`src/rtl/register_file_write_bank_pkg.sv`:
```
`default_nettype none
// ============================================================================
// register_file_write_bank_pkg
// Shared index, width and reset constants for the register-file write bank.
// Revision: 1.0
// ============================================================================
package register_file_write_bank_pkg;

   localparam int REG_ADDR_W = 5;
   localparam int NUM_REGS   = 32;
   localparam int COUNT_W    = 8;

   localparam logic [COUNT_W-1:0] COUNT_MAX = '1;

   localparam int REG_ZERO = 0;
   localparam int REG_AT   = 1;
   localparam int REG_GP   = 28;
   localparam int REG_SP   = 29;
   localparam int REG_FP   = 30;
   localparam int REG_RA   = 31;

   localparam logic [31:0] SP_RESET_DEFAULT = 32'h7FFF_EFFC;
   localparam logic [31:0] GP_RESET_DEFAULT = 32'h1000_8000;

   typedef logic [REG_ADDR_W-1:0] reg_idx_t;

endpackage
`default_nettype wire

```
`src/rtl/register_file_write_bank_if.sv`:
```
`default_nettype none
// ============================================================================
// register_file_write_bank_if
// Write-back bundle: request, destination index and data.
// Revision: 1.0
// ============================================================================
interface register_file_write_bank_if #(
   parameter int N = 32
);
   import register_file_write_bank_pkg::*;

   logic         reg_write_i;
   reg_idx_t     write_register_i;
   logic [N-1:0] write_data_i;

   modport master (output reg_write_i, output write_register_i, output write_data_i);
   modport slave  (input  reg_write_i, input  write_register_i, input  write_data_i);

endinterface
`default_nettype wire

```
`src/rtl/register_file_write_bank_write_enable_decoder.sv`:
```
`default_nettype none
// ============================================================================
// register_file_write_bank_write_enable_decoder
// 5-to-32 one-hot write-enable decoder, gated by the write request.
// Revision: 1.0
// ============================================================================
module register_file_write_bank_write_enable_decoder
   import register_file_write_bank_pkg::*;
(
   input  wire logic                enable_i,
   input  wire reg_idx_t            index_i,
   output      logic [NUM_REGS-1:0] onehot_o
);

   // The index is only looked at when enabled, so an X index is harmless when idle.
   always_comb begin
      onehot_o = '0;
      if (enable_i) begin
         onehot_o[index_i] = 1'b1;
      end
   end

endmodule
`default_nettype wire

```
`src/rtl/register_file_write_bank.sv`:
```
`default_nettype none
// ============================================================================
// register_file_write_bank
// 32 x N architectural registers with one-hot write, all values exposed in parallel.
// Optional macro REGFILE_WRITE_THROUGH_EN: same-cycle forwarding of write data.
// Revision: 1.0
// ============================================================================
module register_file_write_bank
   import register_file_write_bank_pkg::*;
#(
   parameter int           N        = 32,
   parameter logic [N-1:0] SP_RESET = SP_RESET_DEFAULT,
   parameter logic [N-1:0] GP_RESET = GP_RESET_DEFAULT
)(
   input  wire logic                     clk,
   input  wire logic                     reset,
   register_file_write_bank_if.slave     wb,
   output      logic [N-1:0]             register_0_o,
   output      logic [N-1:0]             register_1_o,
   output      logic [N-1:0]             register_2_o,
   output      logic [N-1:0]             register_3_o,
   output      logic [N-1:0]             register_4_o,
   output      logic [N-1:0]             register_5_o,
   output      logic [N-1:0]             register_6_o,
   output      logic [N-1:0]             register_7_o,
   output      logic [N-1:0]             register_8_o,
   output      logic [N-1:0]             register_9_o,
   output      logic [N-1:0]             register_10_o,
   output      logic [N-1:0]             register_11_o,
   output      logic [N-1:0]             register_12_o,
   output      logic [N-1:0]             register_13_o,
   output      logic [N-1:0]             register_14_o,
   output      logic [N-1:0]             register_15_o,
   output      logic [N-1:0]             register_16_o,
   output      logic [N-1:0]             register_17_o,
   output      logic [N-1:0]             register_18_o,
   output      logic [N-1:0]             register_19_o,
   output      logic [N-1:0]             register_20_o,
   output      logic [N-1:0]             register_21_o,
   output      logic [N-1:0]             register_22_o,
   output      logic [N-1:0]             register_23_o,
   output      logic [N-1:0]             register_24_o,
   output      logic [N-1:0]             register_25_o,
   output      logic [N-1:0]             register_26_o,
   output      logic [N-1:0]             register_27_o,
   output      logic [N-1:0]             register_28_o,
   output      logic [N-1:0]             register_29_o,
   output      logic [N-1:0]             register_30_o,
   output      logic [N-1:0]             register_31_o,
   output      logic [COUNT_W-1:0]       write_count_o
);

   logic [NUM_REGS-1:0] write_enable;
   logic [N-1:0]        regs_q [NUM_REGS];
   logic [N-1:0]        regs_d [NUM_REGS];
   logic [N-1:0]        reg_view [NUM_REGS];
   logic [COUNT_W-1:0]  write_count_q;
   logic [COUNT_W-1:0]  write_count_d;

   function automatic logic [N-1:0] reset_value(input int k);
      if (k == REG_GP) return GP_RESET;
      if (k == REG_SP) return SP_RESET;
      return '0;
   endfunction

   // Reset also masks the request so nothing can be forwarded while held in reset.
   register_file_write_bank_write_enable_decoder u_write_enable_decoder (
      .enable_i (wb.reg_write_i & ~reset),
      .index_i  (wb.write_register_i),
      .onehot_o (write_enable)
   );

   always_comb begin
      write_count_d = write_count_q;
      for (int k = 0; k < NUM_REGS; k++) begin
         regs_d[k] = write_enable[k] ? wb.write_data_i : regs_q[k];
      end
      regs_d[REG_ZERO] = '0;
      if ((|write_enable[NUM_REGS-1:1]) && (write_count_q != COUNT_MAX)) begin
         write_count_d = write_count_q + 1'b1;
      end
   end

   always_ff @(posedge clk or posedge reset) begin
      if (reset) begin
         for (int k = 0; k < NUM_REGS; k++) begin
            regs_q[k] <= reset_value(k);
         end
         write_count_q <= '0;
      end else begin
         regs_q        <= regs_d;
         write_count_q <= write_count_d;
      end
   end

   always_comb begin
      for (int k = 0; k < NUM_REGS; k++) begin
         reg_view[k] = regs_q[k];
`ifdef REGFILE_WRITE_THROUGH_EN
         if ((k != REG_ZERO) && write_enable[k]) begin
            reg_view[k] = wb.write_data_i;
         end
`endif
      end
   end

   assign write_count_o = write_count_q;

   assign register_0_o  = reg_view[0];
   assign register_1_o  = reg_view[1];
   assign register_2_o  = reg_view[2];
   assign register_3_o  = reg_view[3];
   assign register_4_o  = reg_view[4];
   assign register_5_o  = reg_view[5];
   assign register_6_o  = reg_view[6];
   assign register_7_o  = reg_view[7];
   assign register_8_o  = reg_view[8];
   assign register_9_o  = reg_view[9];
   assign register_10_o = reg_view[10];
   assign register_11_o = reg_view[11];
   assign register_12_o = reg_view[12];
   assign register_13_o = reg_view[13];
   assign register_14_o = reg_view[14];
   assign register_15_o = reg_view[15];
   assign register_16_o = reg_view[16];
   assign register_17_o = reg_view[17];
   assign register_18_o = reg_view[18];
   assign register_19_o = reg_view[19];
   assign register_20_o = reg_view[20];
   assign register_21_o = reg_view[21];
   assign register_22_o = reg_view[22];
   assign register_23_o = reg_view[23];
   assign register_24_o = reg_view[24];
   assign register_25_o = reg_view[25];
   assign register_26_o = reg_view[26];
   assign register_27_o = reg_view[27];
   assign register_28_o = reg_view[28];
   assign register_29_o = reg_view[29];
   assign register_30_o = reg_view[30];
   assign register_31_o = reg_view[31];

endmodule
`default_nettype wire

```
`src/flat_wrapper.sv`:
```
// flat-port wrapper written by rule: the top's interface ports become plain ports
module register_file_write_bank_flat import register_file_write_bank_pkg::*;
#(
   parameter int           N        = 32,
   parameter logic [N-1:0] SP_RESET = SP_RESET_DEFAULT,
   parameter logic [N-1:0] GP_RESET = GP_RESET_DEFAULT
)
  (clk, reset, register_0_o, register_1_o, register_2_o, register_3_o, register_4_o, register_5_o, register_6_o, register_7_o, register_8_o, register_9_o, register_10_o, register_11_o, register_12_o, register_13_o, register_14_o, register_15_o, register_16_o, register_17_o, register_18_o, register_19_o, register_20_o, register_21_o, register_22_o, register_23_o, register_24_o, register_25_o, register_26_o, register_27_o, register_28_o, register_29_o, register_30_o, register_31_o, write_count_o, wb_reg_write_i, wb_write_register_i, wb_write_data_i);
  register_file_write_bank_if #(.N(N)) wb_i ();
  input  wire logic clk;
  input  wire logic reset;
  output      logic [N-1:0] register_0_o;
  output      logic [N-1:0] register_1_o;
  output      logic [N-1:0] register_2_o;
  output      logic [N-1:0] register_3_o;
  output      logic [N-1:0] register_4_o;
  output      logic [N-1:0] register_5_o;
  output      logic [N-1:0] register_6_o;
  output      logic [N-1:0] register_7_o;
  output      logic [N-1:0] register_8_o;
  output      logic [N-1:0] register_9_o;
  output      logic [N-1:0] register_10_o;
  output      logic [N-1:0] register_11_o;
  output      logic [N-1:0] register_12_o;
  output      logic [N-1:0] register_13_o;
  output      logic [N-1:0] register_14_o;
  output      logic [N-1:0] register_15_o;
  output      logic [N-1:0] register_16_o;
  output      logic [N-1:0] register_17_o;
  output      logic [N-1:0] register_18_o;
  output      logic [N-1:0] register_19_o;
  output      logic [N-1:0] register_20_o;
  output      logic [N-1:0] register_21_o;
  output      logic [N-1:0] register_22_o;
  output      logic [N-1:0] register_23_o;
  output      logic [N-1:0] register_24_o;
  output      logic [N-1:0] register_25_o;
  output      logic [N-1:0] register_26_o;
  output      logic [N-1:0] register_27_o;
  output      logic [N-1:0] register_28_o;
  output      logic [N-1:0] register_29_o;
  output      logic [N-1:0] register_30_o;
  output      logic [N-1:0] register_31_o;
  output      logic [COUNT_W-1:0] write_count_o;
  input wire logic [$bits(wb_i.reg_write_i)-1:0] wb_reg_write_i;
  input wire logic [$bits(wb_i.write_register_i)-1:0] wb_write_register_i;
  input wire logic [$bits(wb_i.write_data_i)-1:0] wb_write_data_i;
  assign wb_i.reg_write_i = wb_reg_write_i;
  assign wb_i.write_register_i = wb_write_register_i;
  assign wb_i.write_data_i = wb_write_data_i;
  register_file_write_bank #(.N(N), .SP_RESET(SP_RESET), .GP_RESET(GP_RESET)) u_core (.clk(clk), .reset(reset), .wb(wb_i), .register_0_o(register_0_o), .register_1_o(register_1_o), .register_2_o(register_2_o), .register_3_o(register_3_o), .register_4_o(register_4_o), .register_5_o(register_5_o), .register_6_o(register_6_o), .register_7_o(register_7_o), .register_8_o(register_8_o), .register_9_o(register_9_o), .register_10_o(register_10_o), .register_11_o(register_11_o), .register_12_o(register_12_o), .register_13_o(register_13_o), .register_14_o(register_14_o), .register_15_o(register_15_o), .register_16_o(register_16_o), .register_17_o(register_17_o), .register_18_o(register_18_o), .register_19_o(register_19_o), .register_20_o(register_20_o), .register_21_o(register_21_o), .register_22_o(register_22_o), .register_23_o(register_23_o), .register_24_o(register_24_o), .register_25_o(register_25_o), .register_26_o(register_26_o), .register_27_o(register_27_o), .register_28_o(register_28_o), .register_29_o(register_29_o), .register_30_o(register_30_o), .register_31_o(register_31_o), .write_count_o(write_count_o));
endmodule
```
`config.mk`:
```
export PLATFORM = sky130hd
export DESIGN_NAME = register_file_write_bank_flat
export DESIGN_NICKNAME = d
export VERILOG_FILES = /design/src/rtl/register_file_write_bank_pkg.sv /design/src/rtl/register_file_write_bank_if.sv /design/src/rtl/register_file_write_bank_write_enable_decoder.sv /design/src/rtl/register_file_write_bank.sv /design/src/flat_wrapper.sv
export SDC_FILE = /design/constraint.sdc
export NUM_CORES = 2
export LEC_CHECK = 0
export BUFFER_PORTS_ARGS = -buffer_cell sky130_fd_sc_hd__buf_4
export CORE_AREA = 2 2 415 417
export CTS_CLUSTER_SIZE = 16
export DETAILED_ROUTE_END_ITERATION = 7
export DIE_AREA = 0 0 417 419
export PLACE_DENSITY = 0.46
export SYNTH_ARGS = -nofsm -noshare
export SYNTH_HDL_FRONTEND = slang
export SYNTH_SLANG_ARGS = --single-unit
```
`constraint.sdc`:
```
create_clock -name clk -period 40.7 [get_ports clk]
set_input_delay 2.035 -clock clk [delete_from_list [all_inputs] [get_ports clk]]
set_output_delay 2.035 -clock clk [all_outputs]
set_load 0.02 [all_outputs]
```
* Word level (Yosys, flattened, before mapping)
Cells that the tools add are included.
** Storage, ports and cells
- Register bits after elaboration :: 1000
- Bits of input ports :: 40
- Output and inout bits :: 1032
** Cells by class
- Add/subtract/negate cells :: 1
- Order comparisons :: 2
- Equal/unequal tests :: 1
- Muxes and demuxes :: 3
- Bitwise gates (word level) :: 2
- Reductions and logical operators :: 3
** Operators with widths (count)
- 32-bit two-way mux :: 1
- 31-bit OR reduction :: 1
- 8-bit by 1-bit adder with 8-bit output (second input constant) :: 1
- 8-bit != test (second input constant) :: 1
- 5-bit by 6-bit < comparator with 1-bit output (second input constant) :: 1
- 1-bit demux with 5-bit select :: 1
- 5-bit by 1-bit >= comparator with 1-bit output (second input constant) :: 1
- 1-bit logical AND :: 2
- 1-bit bitwise AND :: 1
- 1-bit two-way mux :: 1
- 1-bit inverter :: 1

* Longest topological paths before layout
- Depth after elaboration :: 7
- Mapped depth :: 5
- Mapped depth without buffers :: 5

* By module
From an unflattened synthesis, not the netlist that was laid out.
** Second synthesis, totals
- Cells, all modules :: 2328
- Area, all modules :: 37870.1 µm²
** By module, submodules not included
- register_file_write_bank :: times used 1, cells each 2281, area each 37639.8 µm²
- register_file_write_bank_write_enable_decoder :: times used 1, cells each 47, area each 230.2 µm²

* Least setup slack after synthesis
No wires, ideal clock.
- Path type :: input port to flip-flop
- Start :: input port wb_reg_write_i
- End :: register u_core.regs_q (netlist bit u_core.register_21_o[0])
- Setup time :: 0.125 ns
- Data arrival time :: 3.251 ns
- Required time :: 40.575 ns
- Path slack :: 37.324 ns
- Cell stages on the path :: 5
- Cells stage by stage :: nor2b_1 > nand3b_1 > nor2_1 > buf_2 > mux2_2
** On the way
- Cells in the longest elaborated chain, start to end :: 2
** RTL lines
- start, declared :: line flat_wrapper.sv:45 : input wire logic [$bits(wb_i.reg_write_i)-1:0] wb_reg_write_i;
- 1-bit bitwise AND :: line register_file_write_bank.sv:68 : .enable_i (wb.reg_write_i & ~reset),
- 32-bit two-way mux :: line register_file_write_bank_write_enable_decoder.sv:18 : if (enable_i) begin
- end signal, assigned by index :: line register_file_write_bank.sv:87 : regs_q[k] <= reset_value(k);
- end signal, assigned :: line register_file_write_bank.sv:91 : regs_q <= regs_d;
- end, declared :: line register_file_write_bank.sv:54 : logic [N-1:0] regs_q [NUM_REGS];
Every way passes these cells.
A chain may end at the register's enable or synchronous reset.

==> flow_metrics.tcl <==
set metrics [dict create \
    floorplan.rows 152 \
    worst_ep_required_time_ns 41.42 \
    worstSetupStartpointType "primary input" \
    synth_enable_flop_cells 0 \
    max-clock-path-buffers 3 \
    place_congestion 0.7513 \
    setup_tns_ns 0 \
    setup_repair_after_global_routing_missed_its_margin "no" \
    drt-pass1-iter-count 6 \
    clock_tree.htree_level_count 3 \
    drt.antenna.violating_nets 0 \
    finalHoldViolCount 0 \
    fill_cells 17400 \
    fin_area_um2 51790 \
    post_dp_cell_area_um2 47890 \
    multi_input_comb_area_um2 11920 \
    timing.critical_path.to_type "asynchronous set/reset pin" \
    max_cap_violations 0 \
    ys_seq_area_frac 0.6644 \
    yosys-top-cells-area "dfrtp_1 64%, mux2_2 29%, dfstp_2 2.1%" \
    p_per_area_nw_per_um2 55.89 \
    cts_setup_buffers 0 \
    grt.total_usage 0.1651 \
    num-nets-final 3336 \
    tightest_slew_ns 1.050 \
    post-route-min-period_ns 6.168 \
    worst_hold_path_type "flip-flop to flip-flop" \
    synth_top_area_share 0.6435 \
    utilization 0.3036 \
    syn_inst 2291 \
    syn_to_final_growth_pct 37.29 \
    maxSlewHeadroom 0.3001 \
    cts_tree "yes" \
    yosys.area.top_type "dfrtp_1" \
    clock_latency_ns 0.76 \
    io_buffer_count 1039 \
    clkSinkCount 1000 \
    timing.rr.start "u_core.write_count_o[0]$_DFFE_PP0P_" \
    cts_inserted_buffers 116 \
    start_util 0.2211 \
    hold-path-endpoint "u_core.register_18_o[14]$_DFFE_PP0P_" \
    regToRegEndpoint "u_core.write_count_o[1]$_DFFE_PP0P_" \
    hold_path.startpoint "u_core.register_18_o[14]$_DFFE_PP0P_" \
    maximum_number_of_pins_on_one_net_before_global_route_repair 145 \
    die_area_um2 174700 \
    ctsHoldBuffers 0 \
    globalRoute.totalOverflow 0 \
    yosys_register_bits 1000 \
    route.final.wire_length_mm 148.5 \
    finalMaxSlewViolations 0 \
    die_x_um 417 \
    wl_per_cell_um 26.41 \
    via_count 23580 \
    synthFlopType "dfrtp_1" \
    total_power_uw 2894 \
    finalSetupViolCount 0 \
    post_drt_via_cell_ratio 4.194 \
    first_global_vias 24430 \
    fmax_mhz 162.1 \
    area_taken_by_flip_flops_and_latches_um2 25060 \
    timing.reg2reg.worst_path_depth 5 \
    synth_area_um2 37720 \
    fp.coreArea_um2 170600 \
    syn_area_per_cell_um2 16.46 \
    cts.reportedPaths.clkPinSlew_ns 0.06 \
    antenna_found_initial 11 \
    ir_drop_mv 0.03775 \
    ys_types 26 \
    ys.warnings.count 0 \
    min_delay_path_depth 1 \
    io-pin-count 1072 \
    post_synth_most_frequent_cells "976 x mux2_2, 970 x dfrtp_1, 96 x clkbuf_1" \
    worst-endpoint-arrival_ns 6.89 \
    grt_first_pass_wirelength_mm 202.7 \
    status "complete, no violations" \
    most_instantiated_library_cell_after_synthesis "mux2_2" \
    leakagePower_uw 0.02616 \
    timing.clock.skew_ns 0.006409 \
    timing.setup.critical_path_class "primary input to asynchronous set/reset pin" \
    drtIter0Drc 1029 \
    reg2reg_slack_ns 39.12 \
    ctsResizeCount 0 \
    clockRootBuffer "clkbuf_16" \
    worst-path-max-fanout 144 \
    detail_route.drc_violations 0 \
    final_layout_size_suffix_gt1_frac 0.6787 \
    layout_worst_path_cycle_share 0.1515 \
    synth_async_sr_flop_share 1.000 \
    chipHeight_um 419 \
    detailed_place_hpwl_mm 100.1 \
]
power breakdown:
part / switching [uW] / total, uW / internal [uW]
Combinational: 362 / 628 / 266
Sequential: 72.3 / 1200 / 1130
Clock: 433 / 1060 / 630
Total: 867 / 2890 / 2030
area by class of cell:
cell class                      count  area share
Timing Repair Buffer             1076      0.1565
Clock buffer                      180     0.06813
Inverter                            1   0.0002174
Sequential cell                  1000      0.4839
Tap cell                         2233     0.05395
Multi-Input combinational cell   1100      0.2302
Antenna cell                        4   0.0001933
Clock inverter                     29    0.006862
cells in the final DEF (no fill, tap or decap), drive strengths merged:
| cell type | Yosys | layout |
|---|---|---|
| conb | 1 | 32 |
| nand2 | 17 | 17 |
| clkbuf | 96 | 180 |
| diode | 0 | 4 |
| and4 | 2 | 2 |
| a21oi | 2 | 2 |
| nor2 | 18 | 18 |
| nand3b | 5 | 5 |
| ha | 1 | 1 |
| inv | 1 | 3 |
| mux2 | 995 | 995 |
| buf | 125 | 1076 |
| nor3 | 2 | 2 |
| nand2b | 2 | 2 |
| nand4 | 3 | 3 |
| clkinv | 0 | 19 |
| and3 | 2 | 2 |
| dfstp | 30 | 30 |
| nand3 | 6 | 6 |
| bufinv | 0 | 6 |
| dfrtp | 970 | 970 |
| nor2b | 1 | 1 |
| xor2 | 1 | 1 |
| xnor2 | 3 | 3 |
| and2 | 3 | 3 |
| nor3b | 5 | 5 |
| clkinvlp | 0 | 2 |
worst max-delay path, cell delays in order:
cell and delay [ns]:
buf_4 0.14, inv_8 0.58, buf_4 0.77, buf_12 0.59, buf_12 0.64, buf_4 0.83, buf_4 0.87
cells by family after synthesis:
| logic type | share of synthesized area |
|---|---|
| AOI/OAI and AO/OA | 0.0002654 |
| xor gates and xnor gates | 0.0009289 |
| adders and majority gates | 0.0003316 |
| buffers and inverters | 0.02746 |
| DFF | 0.6644 |
| muxes | 0.2970 |
| other | 0.00009941 |
| and+or+nand+nor | 0.009487 |
metrics by stage:
stage / cells / worst slack [ns] / hold slack (ns)
after CTS: 5619 / 34.38 / 0.4953
after floorplan: 2322 / 10.58 / 0.6110
final: 5623 / 34.53 / 0.4898
after global routing: 5622 / 33.82 / 0.5113
after detailed placement: 5410 / 33.52 / 0.4822
after global placement: 5410 / 33.51 / 0.4756
worst max-delay path by stage:
stage               cells after the start   from  slack [ns]                                   end
floorplan                               1  reset       10.58   u_core.register_10_o[0]$_DFFE_PP0P_
global placement                        7  reset       33.51   u_core.register_2_o[22]$_DFFE_PP0P_
detailed placement                      7  reset       33.52  u_core.register_19_o[27]$_DFFE_PP0P_
CTS                                     7  reset       34.38   u_core.register_2_o[27]$_DFFE_PP0P_
global route                            7  reset       33.82   u_core.register_2_o[27]$_DFFE_PP0P_
finish                                  7  reset       34.53   u_core.register_2_o[27]$_DFFE_PP0P_
routing by layer:
metal	global-route usage	vias to the layer above	wire (um)
met2	0.2880	770	75340
met4	0.07603	2	7177
met5	0	-	13
li1	-	9979	-
met3	0.04842	252	9902
met1	0.1851	12580	56050
Power figures use the tool's default switching activity.
